===== src/rtl/alu_delay_line.sv =====
// Fixed-depth shift register with a valid bit per stage; every stage advances
// each cycle. any_valid reports whether anything is still in flight.
module alu_delay_line #(
  parameter int DEPTH = 2,
  parameter int WIDTH = 10
) (
  input  logic             clk,
  input  logic             reset,
  input  logic             in_valid,
  input  logic [WIDTH-1:0] in_data,
  output logic             out_valid,
  output logic [WIDTH-1:0] out_data,
  output logic             any_valid
);

  logic [DEPTH-1:0]            vld_q, vld_d;
  logic [DEPTH-1:0][WIDTH-1:0] data_q, data_d;

  always_comb begin
    vld_d     = vld_q;
    data_d    = data_q;
    vld_d[0]  = in_valid;
    data_d[0] = in_data;
    for (int i = 1; i < DEPTH; i++) begin
      vld_d[i]  = vld_q[i-1];
      data_d[i] = data_q[i-1];
    end
  end

  always_ff @(posedge clk) begin
    if (reset) begin
      vld_q  <= '0;
      data_q <= '0;
    end else begin
      vld_q  <= vld_d;
      data_q <= data_d;
    end
  end

  assign out_valid = vld_q[DEPTH-1];
  assign out_data  = data_q[DEPTH-1];
  assign any_valid = |vld_q;

endmodule


===== config.mk =====
export PLATFORM = sky130hd
export DESIGN_NAME = alu_delay_line
export DESIGN_NICKNAME = d
export VERILOG_FILES = /design/src/rtl/alu_delay_line.sv
export SDC_FILE = /design/constraint.sdc
export NUM_CORES = 1
export LEC_CHECK = 0
export BUFFER_PORTS_ARGS = -buffer_cell sky130_fd_sc_hd__buf_2
export CAP_MARGIN = 20
export CORE_MARGIN = 4
export CORE_UTILIZATION = 30
export CTS_BUF_LIST = sky130_fd_sc_hd__clkbuf_4 sky130_fd_sc_hd__clkbuf_8
export CTS_CLUSTER_DIAMETER = 200
export DETAILED_ROUTE_END_ITERATION = 16
export PLACE_DENSITY = 0.62
export SLEW_MARGIN = 20
export SYNTH_ARGS = -nofsm -noshare
export SYNTH_HDL_FRONTEND = slang
export SYNTH_SLANG_ARGS = --single-unit

===== constraint.sdc =====
create_clock -name clk -period 0.8 [get_ports clk]
set_clock_uncertainty 0.2 [all_clocks]
set_input_delay 0.16 -clock clk [delete_from_list [all_inputs] [get_ports clk]]
set_output_delay 0.16 -clock clk [all_outputs]
set_load 0.05 [all_outputs]

**Word-level counts from Yosys, hierarchy flattened**

Index checks and enable logic that the tools add are counted.

- Register bits after elaboration: 22
- Bits of input ports: 13
- Output and inout port bits: 12
- Word-level logic and storage cells: 4

- Reduce and logical (&&, ||, !) cells: 1

Operators with widths:

| kind | count |
|---|---|
| $reduce_or A2 Y1 | 1 |

**Longest topological paths before layout**

- Depth after elaboration: 1
- Depth in mapped cells: 2
- Mapped depth without buffers: 1

**Least setup slack after synthesis**

Ideal clock, no wire load.

- Path type: register to output
- From: reg vld_q[1]
- To: out any_valid
- Arrival: 0.964 ns
- Data required time: 0.440 ns
- Path slack: -0.524 ns
- Stages on the path, launching flop included: 2
- Path buffers: 0
- Cell sequence: dfxtp_1 > or2_2

- Cells in the longest elaborated chain, start to end: 1

Ends and longest elaborated chain:

| what | RTL line | text |
|---|---|---|
| from (decl) | 16 | `logic [DEPTH-1:0] vld_q, vld_d;` |
| from (signal assigned) | 35 | `vld_q <= vld_d;` |
| $reduce_or A2 Y1 | 42 | `assign any_valid = \|vld_q;` |
| to (decl) | 13 | `output logic any_valid` |

Every way passes these cells.

**Final worst setup path**

Same ends and word-level chain as after synthesis.

==> results.ini <==
[floorplanning]
die_x_um = 54.44
start_util = 0.3231
dieArea_um2 = 2963
core_area_um2 = 2002
io-pin-count = 25
placementRows = 16
die_h_um = 54.44

[clocking]
clockBufferDepth = 2
cts_setup_buffers = 0
cts_root_buffer = clkbuf_4
htree_levels = 1
clk_pin_slew_worst_paths_ps = 120
clk_latency_ps = 290
cts_made_buffers = 3
cts_tree = done
clock_sinks = 22

[placed_design]
place_inst = 98
port_buffers = 24
gp_congestion = 0.5276

[hold_path]
min_path_type = in2reg
min-delay-start = in_data[8]

[worst_setup_path]
worst_ep_required_time_ps = 440
end_kind = output pin
crit-reg2reg-launch = data_d[18]
arrival_ps = 1010
start_kind = flop
crit_path_start = vld_q[1]
path_max_fanout = 2
crit_type = reg2out

[finish]
drive_above_1_share = 0.7600
fin_util = 0.5019
nFillCells = 186
n_antenna_cell = 0
seqCellArea_um2 = 481.7
syn2layout_area_growth_pct = 55.32
fin_nets = 89
finalNonFillerCells = 102
multi_input_area_um2 = 186.4

[timing]
hold-worst-slack_ps = -143.0
tightest_slew_ps = 248.6
grt_setup_unrepaired = true
setup_slack_ps = -569.1
period_share = 1.711
drv_slew = 0
period_needed_ps = 1369
relSlewSlack = 0.8354
setup_viol = 12
fmax_mhz = 730.4
hold_viol = 11

[pwr]
swShare = 0.2305
power_frac_clock = 0.289
pwr-share-comb = 0.141
p_leak_uw = 0.0004305
powerDensity_nw_per_um2 = 1996
p_seq_frac = 0.571
switchingPower_uw = 462.2
ir_worst_vdd_mv = 0.8473
p_int_uw = 1544

[grt]
grt_pass1_vias = 325
grt_max_degree = 13
antenna_found_initial = 0
grt_overflow = 0
grt_pass1_wl_um = 1455
grt_usage = 0.07684

[yosys]
yosysSeqAreaShare = 0.6809
syn_avg_cell_area_um2 = 13.76
synth_area_um2 = 646.9
synth_top_area_share = 0.6809
yosys.area.top_type = dfxtp_1
synth_fp_nets = 60
syn_inst = 47
yosys-top-cells-area = dfxtp_1 (68%), nor2b_2 (20%), nor2b_1 (4.8%), buf_6 (3.5%), and2b_1 (2.3%)
yosysWarnings = 0
ys_types = 6
ys_seq_elements = 22

[route]
routed_wirelength_um = 977
first_pass_iters = 4
vias_per_cell = 3.725
ant_nets = 0
vias = 380
drc_errors = 0
drt-wirelength-per-cell_um = 9.578
drt-initial-drc-count = 2

[status]
outcome = finished with violations
violations = negative hold slack, negative setup slack

[run]
maxCapViolations = 0

[power by group through the flow]
stage          sequential [uW]  clock [uW]  combinational, uW
2_1_floorplan             1240           0               88.8
3_3_place_gp              1160           0                238
3_5_place_dp              1160           0                240
4_1_cts                   1140         604                285
5_1_grt                   1150         652                299
6_report                  1140         579                282
[sequential cells by signal (all words and copies together) (netlist names)]
signal,flops
data_d,10
out_data,10
vld_q,2
[final cells by class]
class,instances,share of cell area
flip-flops and latches,22,0.4795
well taps,27,0.03362
repair buffers,26,0.2653
multi-input cells,23,0.1856
clock buffers,4,0.03611
[per-layer routing]
layer / vias to the layer above / part of all wire / global-route usage
li1: 195 / - / -
met1: 166 / 0.40 / 0.07679
met2: 17 / 0.49 / 0.1175
met3: 2 / 0.095 / 0.04087
met4: 0 / 0.019 / 0.06224
met5: - / 0 / 0
[synthesized netlist by cell type, drive strengths merged]
cell / number
dfxtp: 22
nor2b: 20
buf: 2
or2: 1
and2b: 2
[logic make-up (layout without fill, tap and decap cells)]
logic type,Yosys count,after routing,synth area share
buffers and inverters,2,30,0.03481
DFF,22,22,0.6808
and+or+nand+nor,23,23,0.2843
[path summary, 6_finish.rpt]
kind,slack [ps],cells past startpoint,to
worst min register to register,250,1,out_data[3]
worst min-delay path,-140,2,data_d[18]
worst max-delay path,-570,2,any_valid
worst max register to register,60,1,out_data[8]
[metrics by stage]
step | area (um^2) | power (uW) | setup TNS [ps] | setup WS (ps)
floorplan | 690.7 | 1330 | -256.3 | -256.3
global placement | 862.1 | 1397 | -2129 | -289.3
detailed placement | 862.1 | 1401 | -2370 | -293.9
CTS | 1005 | 2034 | -4763 | -590.8
global route | 1005 | 2101 | -5047 | -608.8
finish | 1005 | 2006 | -4584 | -569.1
[cell usage in the layout, fill, tap and decap left out]
cell type,netlist,layout
clkbuf_8,0,1
clkbuf_4,0,3
and2b_1,2,2
buf_6,2,1
nor2b_2,15,15
dfxtp_1,22,11
buf_2,0,13
or2_4,0,1
buf_8,0,10
nor2b_1,5,5
buf_12,0,2
dfxtp_4,0,11
[repair_timing]
| item | CTS | global route |
|---|---|---|
| endpoints found under the hold margin | 11 | 11 |
| cloned | 0 | 0 |
| endpoints found under the setup margin | 12 | 12 |
| resized for setup | 32 | 0 |
[worst max-delay path, cell delays in order, from the launching register on]
cell and delay, ps:
dfxtp_4 350, or2_4 220, buf_6 150
Power figures use the tool's default switching activity.
